==> src/rtl/sigcomp_pkg.sv <==
// Shared types and constants for the y-bus signature compactor.
// Holds the FSM state encoding and MISR defaults.
package sigcomp_pkg;

  typedef enum logic [1:0] {
    IDLE = 2'd0,
    FOLD = 2'd1,
    DONE = 2'd2
  } state_t;

  localparam logic [31:0] DEF_POLY = 32'h04C11DB7;
  localparam logic [31:0] DEF_SEED = 32'hFFFFFFFF;

  function automatic int ceil_div(input int a, input int b);
    return (a + b - 1) / b;
  endfunction

endpackage

==> src/rtl/misr32_step.sv <==
// One MISR update: shift left, apply feedback, fold in a chunk.
// Purely combinational so the checker-side model can reuse it.
module misr32_step (
  input  logic [31:0] i_misr,
  input  logic [31:0] i_chunk,
  input  logic [31:0] i_poly,
  output logic [31:0] o_misr
);

  logic [31:0] w_fb;

  assign w_fb   = i_misr[31] ? i_poly : 32'h0;
  assign o_misr = {i_misr[30:0], 1'b0} ^ w_fb ^ i_chunk;

endmodule

==> src/rtl/y_signature_compactor.sv <==
// Folds wide y samples into a 32-bit MISR, one chunk per cycle.
// Presents the final signature after NUM_SAMPLES samples.
module y_signature_compactor
  import sigcomp_pkg::*;
#(
  parameter int          Y_WIDTH     = 567,
  parameter int          CHUNK       = 32,
  parameter int          NUM_SAMPLES = 22,
  parameter logic [31:0] POLY        = DEF_POLY,
  parameter logic [31:0] SEED        = DEF_SEED
) (
  input  logic               clk,
  input  logic               rst,
  input  logic               clear,
  input  logic [Y_WIDTH-1:0] y_in,
  input  logic               y_valid,
  output logic               y_ready,
  output logic [31:0]        sig_out,
  output logic               sig_valid,
  output logic [7:0]         sample_cnt
);

  localparam int NCHUNK = ceil_div(Y_WIDTH, CHUNK);
  localparam int PADW   = NCHUNK * CHUNK;
  localparam int IDXW   = (NCHUNK > 1) ? $clog2(NCHUNK) : 1;

  state_t              r_state;
  state_t              w_state_n;
  logic [Y_WIDTH-1:0]  r_cap;
  logic [IDXW-1:0]     r_idx;
  logic [31:0]         r_misr;
  logic [7:0]          r_cnt;
  logic [PADW-1:0]     w_pad;
  logic [31:0]         w_chunk;
  logic [31:0]         w_misr_n;
  logic                w_last;
  logic                w_more;
  logic                w_ready;
  logic                w_acc;

  // Zero-extend the captured sample so every chunk is full width.
  always_comb begin
    w_pad = '0;
    w_pad[Y_WIDTH-1:0] = r_cap;
  end

  // Select the chunk addressed by the fold index; chunk 0 is the LSBs.
  always_comb begin
    w_chunk = '0;
    for (int i = 0; i < NCHUNK; i++) begin
      if (r_idx == IDXW'(i)) w_chunk = w_pad[i*CHUNK +: CHUNK];
    end
  end

  misr32_step u_step (
    .i_misr  (r_misr),
    .i_chunk (w_chunk),
    .i_poly  (POLY),
    .o_misr  (w_misr_n)
  );

  assign w_last = (r_idx == IDXW'(NCHUNK - 1));
  assign w_more = (9'(r_cnt) + 9'd1) < 9'(NUM_SAMPLES);

  // Ready in IDLE, or on the final fold cycle if more samples remain.
  always_comb begin
    w_ready = 1'b0;
    unique case (r_state)
      IDLE:    w_ready = 1'b1;
      FOLD:    w_ready = w_last && w_more;
      DONE:    w_ready = 1'b0;
      default: w_ready = 1'b0;
    endcase
  end

  assign w_acc = y_valid && w_ready;

  // Next-state logic; a same-cycle accept keeps the fold going.
  always_comb begin
    w_state_n = r_state;
    unique case (r_state)
      IDLE: if (w_acc) w_state_n = FOLD;
      FOLD: begin
        if (w_last) begin
          if (w_acc)        w_state_n = FOLD;
          else if (!w_more) w_state_n = DONE;
          else              w_state_n = IDLE;
        end
      end
      DONE:    w_state_n = DONE;
      default: w_state_n = IDLE;
    endcase
  end

  // State, capture, index, MISR and count; clear acts exactly like rst.
  always_ff @(posedge clk) begin
    if (rst || clear) begin
      r_state <= IDLE;
      r_cap   <= '0;
      r_idx   <= '0;
      r_misr  <= SEED;
      r_cnt   <= 8'd0;
    end else begin
      r_state <= w_state_n;
      if (w_acc) r_cap <= y_in;
      if (r_state == FOLD) begin
        r_misr <= w_misr_n;
        if (w_last) begin
          r_idx <= '0;
          if (9'(r_cnt) < 9'(NUM_SAMPLES)) r_cnt <= r_cnt + 8'd1;
        end else begin
          r_idx <= r_idx + IDXW'(1);
        end
      end else if (w_acc) begin
        r_idx <= '0;
      end
    end
  end

  assign y_ready    = w_ready;
  assign sig_out    = r_misr;
  assign sig_valid  = (r_state == DONE);
  assign sample_cnt = r_cnt;

endmodule
==> config.mk <==
export PLATFORM = sky130hd
export DESIGN_NAME = y_signature_compactor
export DESIGN_NICKNAME = d
export VERILOG_FILES = /design/src/rtl/sigcomp_pkg.sv /design/src/rtl/misr32_step.sv /design/src/rtl/y_signature_compactor.sv
export SDC_FILE = /design/constraint.sdc
export NUM_CORES = 2
export LEC_CHECK = 0
export ABC_AREA = 0
export BUFFER_PORTS_ARGS = -buffer_cell sky130_fd_sc_hd__clkbuf_2
export CORE_ASPECT_RATIO = 0.7
export CORE_MARGIN = 10
export CORE_UTILIZATION = 25
export CTS_CLUSTER_SIZE = 20
export DETAILED_ROUTE_END_ITERATION = 10
export PLACE_DENSITY_LB_ADDON = 0.12
export SYNTH_ARGS = -nofsm -noshare
export SYNTH_HDL_FRONTEND = slang
export SYNTH_SLANG_ARGS = --single-unit
==> constraint.sdc <==
create_clock -name clk -period 3.5 [get_ports clk]
set_clock_uncertainty 0.2 [all_clocks]
set_input_delay 0.35 -clock clk [delete_from_list [all_inputs] [get_ports clk]]
set_output_delay 0.35 -clock clk [all_outputs]
set_load 0.02 [all_outputs]
==> results.rst <==
.. list-table::
   :header-rows: 1

   * - Metric
     - Value
   * - Core Rows
     - 102
   * - Mapped Area
     - approximately 28,000 µm²
   * - Number of I/O pins
     - 613
   * - Vias in the first global route
     - between 30,000 and 40,000
   * - Hold Path Class
     - in2reg
   * - Placer congestion estimate
     - 0.9753
   * - Growth of design area from synthesis to finish
     - 50.18%
   * - Asr flop ratio synth
     - 0%
   * - #FFs+latches synth
     - slightly above 600
   * - Arrival time reported for the critical path endpoint
     - ~3.9 ns
   * - Clock-pin slew of the registers on the worst-case setup and hold paths
     - approximately 0.06 ns
   * - Die Width
     - 420.8 µm
   * - Drt total wl
     - 175,100 µm
   * - Data required time of the critical path
     - 3.85 ns
   * - Netlist cell types
     - 89
   * - Drt initial violations
     - between 3,000 and 4,000
   * - GR Util All Layers
     - 26.32%
   * - Clk_lat worst skew
     - 0.69 ns
   * - Worst voltage drop across the vdd grid
     - 0.0003128 V
   * - FF-to-FF setup slack
     - -0.02 ns
   * - Filler cell count
     - 11,688
   * - Antenna violations before repair
     - 19
   * - Buffers from clock root to sink, at most
     - 3
   * - Synthesis warning total
     - 0
   * - Startpoint class of the critical path
     - flip-flop
   * - Drt wl/cell
     - 26.81 µm
   * - Pre-Repair DR Iteration Count
     - 7
   * - Post-synthesis cell type with the largest combined area
     - sky130_fd_sc_hd__dfxtp_1
   * - Overall power after layout
     - 17,900 µW
   * - Power density normalized to cell area
     - 423.9 nW/µm²
   * - Tightest slew margin relative to the limit
     - between 20% and 30%
   * - Cell chosen for the clock root
     - sky130_fd_sc_hd__clkbuf_16
   * - Post-layout instance count excluding filler cells
     - 6,531
   * - Placeable Area
     - 111,200 µm²
   * - Layout cells sized above 1
     - 20.33%
   * - Maximum fanout along the worst path
     - 16
   * - Average instance area after synthesis
     - 7.401 µm²
   * - Max Clk Rate
     - 284.1 MHz
   * - Number of levels the H-tree was split into
     - 3
   * - Inserted Clock Buffers
     - 73
   * - Total Die Area
     - roughly 130,000 µm²
   * - Minimum clock period
     - 3.520 ns
   * - Grt total ovfl
     - 0
   * - TritonCTS clock tree
     - done
   * - Failing checks
     - setup timing
   * - Cell types with the largest area share after synthesis
     - sky130_fd_sc_hd__dfxtp_1 (44%), sky130_fd_sc_hd__nand2_1 (17%), sky130_fd_sc_hd__a21oi_1 (13%)
   * - Via/cell ratio
     - between 5 and 6
   * - Area fraction of the dominant cell type after synthesis
     - 43.73%
   * - Sink Count
     - slightly above 600
   * - Post-synthesis net count
     - 4,375
   * - Cell type group with the largest total delay on the critical path
     - compound AO/OA/AOI/OAI gates
   * - Buf/Inv on CP
     - 4
   * - Number of placed instances, taps included
     - 5,819
   * - Ratio of final minimum period to clock period
     - 100.6%
   * - Starting density of the core
     - 25.29%
   * - Library cell contributing the largest single delay on the critical path
     - sky130_fd_sc_hd__o21ai_0
   * - Sequential area share after synthesis
     - between 40% and 50%
   * - Kind of end point of the critical path
     - flip-flop
   * - Status
     - finished with violations
   * - Total negative setup slack
     - -0.02010 ns
   * - Count of input and output buffers
     - 612
   * - Maximum number of pins on one net before global-route repair
     - 142
   * - CP Class
     - reg2reg
   * - Final Net Count
     - 5,535
   * - Post-Synthesis Cells
     - 3,798
   * - Count of final setup violators
     - 1
   * - FF/Latch Area
     - 12,300 µm²
   * - Cell Chain, Critical Path
     - inv_1, ha_4, nand4bb_1, buf_4, buf_4, o21ai_0, a21oi_1, o31ai_2, buf_4, xor2_1, a21oi_1
   * - Post-Place Setup Slack
     - -0.3185 ns
   * - Half-perimeter wire length after placement
     - 134,300 µm
   * - Leak
     - 0.01677 µW
   * - Global-route wire length before repair
     - 241,300 µm
   * - EDFF count, synth
     - 0
   * - Hold Worst Slack
     - between 0.15 and 0.2 ns
   * - Most used cell, CP
     - sky130_fd_sc_hd__buf_4
   * - Maximum capacitance violations
     - 0
   * - Multi-input combinational cell area
     - 14,360 µm²
   * - Worst Max-Slew Pin Slew
     - 1.080 ns
   * - Number of nets still failing antenna checks after routing
     - 0
   * - Detailed-route via count
     - 33,231
   * - Slack of the critical path
     - -0.02010 ns
   * - RSZ-0062 raised after global routing
     - no
   * - Number of hold violations in the final report
     - 0
   * - Final count of pins violating max slew
     - 0
   * - DR DRC count
     - 0
   * - Dominant register cell in the synthesized netlist
     - sky130_fd_sc_hd__dfxtp_1
   * - Slowest cell delay on critical path
     - 0.58 ns
   * - Vertical die dimension
     - 300.5 µm
-- synth_stat cells, types with 11 or more instances --
| cell | number |
|---|---|
| sky130_fd_sc_hd__nand2_1 | 1250 |
| sky130_fd_sc_hd__a21oi_1 | 733 |
| sky130_fd_sc_hd__dfxtp_1 | 614 |
| sky130_fd_sc_hd__buf_2 | 178 |
| sky130_fd_sc_hd__clkbuf_1 | 134 |
| sky130_fd_sc_hd__nor2_1 | 117 |
| sky130_fd_sc_hd__o21ai_0 | 109 |
| sky130_fd_sc_hd__nand2b_1 | 41 |
| sky130_fd_sc_hd__o211ai_1 | 36 |
| sky130_fd_sc_hd__o22ai_1 | 36 |
| sky130_fd_sc_hd__nand3_1 | 30 |
| sky130_fd_sc_hd__nand3b_1 | 27 |
| sky130_fd_sc_hd__a221oi_1 | 24 |
| sky130_fd_sc_hd__nor2b_1 | 24 |
| sky130_fd_sc_hd__a22oi_1 | 21 |
| sky130_fd_sc_hd__o2111ai_1 | 20 |
| sky130_fd_sc_hd__a211oi_1 | 19 |
| sky130_fd_sc_hd__inv_1 | 19 |
| sky130_fd_sc_hd__o21ai_1 | 18 |
| sky130_fd_sc_hd__xnor2_1 | 17 |
| sky130_fd_sc_hd__xor2_1 | 17 |
| sky130_fd_sc_hd__a31oi_1 | 16 |
| sky130_fd_sc_hd__o221ai_1 | 16 |
| sky130_fd_sc_hd__a32oi_1 | 14 |
| sky130_fd_sc_hd__or3_1 | 14 |
| sky130_fd_sc_hd__o211a_1 | 13 |
| sky130_fd_sc_hd__o21a_1 | 13 |
| sky130_fd_sc_hd__a221o_1 | 12 |
| sky130_fd_sc_hd__a21o_1 | 11 |
| sky130_fd_sc_hd__nor3_1 | 11 |
| sky130_fd_sc_hd__o32ai_1 | 11 |
-- stage by stage --
step,utilization [%],area (µm²)
2_1_floorplan,-,28110
3_3_place_gp,30.45,33850
3_5_place_dp,30.45,33850
4_1_cts,37.89,42120
5_1_grt,37.97,42200
6_report,37.98,42220
-- final timing paths --
kind	depth (start not counted)	start	to
min	3	clear	r_cap[491]
min reg2reg	2	r_cap[64]	r_cap[64]
max reg2reg	11	r_idx[1]	sig_out[25]
max	11	r_idx[1]	sig_out[25]
-- worst min-delay path, stage by stage --
cell and delay [ns]:
sky130_fd_sc_hd__clkbuf_2 0.09, sky130_fd_sc_hd__or2_4 0.47, sky130_fd_sc_hd__a21oi_1 0.07
-- cell type report --
cell class	instances	area share, %
repair buffers	1418	26.13
multi-input cells	2830	34.02
inverters	21	0.1867
flip-flops and latches	614	29.13
well taps	1508	4.469
diodes	11	0.06520
clock inverters	26	0.9336
clock buffers	103	5.074
-- flip-flops by register name, indices dropped and copies added, names as in the netlist --
register    cells
sample_cnt      8
r_cap         567
r_idx           5
r_state         2
sig_out        32
-- cells in the final DEF (no fill, tap or decap), drive strengths merged, types with 12 or more instances in the layout --
| cell type | netlist | routed |
|---|---|---|
| clkbuf | 135 | 715 |
| nand3b | 27 | 27 |
| a221o | 12 | 12 |
| a221oi | 26 | 26 |
| nand3 | 30 | 30 |
| nor2 | 118 | 118 |
| nor3 | 12 | 12 |
| a21oi | 733 | 733 |
| xor2 | 17 | 17 |
| o21ai | 129 | 129 |
| o22ai | 36 | 36 |
| nand2 | 1250 | 1250 |
| or3 | 14 | 14 |
| o211ai | 37 | 37 |
| o21a | 13 | 13 |
| o2111ai | 20 | 20 |
| o221ai | 16 | 16 |
| dlygate4sd3 | 0 | 569 |
| a22oi | 21 | 21 |
| buf | 198 | 237 |
| inv | 20 | 25 |
| a32oi | 14 | 14 |
| a31oi | 16 | 16 |
| dfxtp | 614 | 614 |
| nor2b | 24 | 24 |
| o211a | 13 | 13 |
| a211oi | 20 | 20 |
| nand2b | 41 | 41 |
| xnor2 | 17 | 17 |
-- cells by family after synthesis --
group,count (synthesis),synth area share (%)
xor gates and xnor gates,34,1.059
buffers and inverters,354,5.764
and+or+nand+nor,1582,23.66
AOI/OAI and AO/OA,1197,25.12
DFF,614,43.73
muxes,11,0.4006
adders and majority gates,6,0.2671
-- repair_timing --
item,CTS,global route
gates resized for setup,8,12
hold buffers,569,0
setup buffers,1,2
hold endpoints to repair,572,0
setup endpoints to repair,7,14
pin swaps,1,2
cloned,0,0
-- routing by layer --
metal | part of all wire (%) | wire, µm | global-route usage (%) | vias to the layer above
met4 | 3.0 | 5190 | 7.304 | 0
met1 | 48 | 84130 | 39.45 | 16240
met3 | 8.2 | 14350 | 5.190 | 214
met2 | 41 | 71420 | 37.49 | 1428
li1 | - | - | - | 15349
met5 | 0 | 0 | 0 | -
-- power by group --
part	switching (µW)	total [µW]	internal [µW]
clock	3420	8300	4880
combinational	1190	2180	990
sequential	209	7420	7210
total	4820	17900	13100
(Power assumes the default switching activity.)
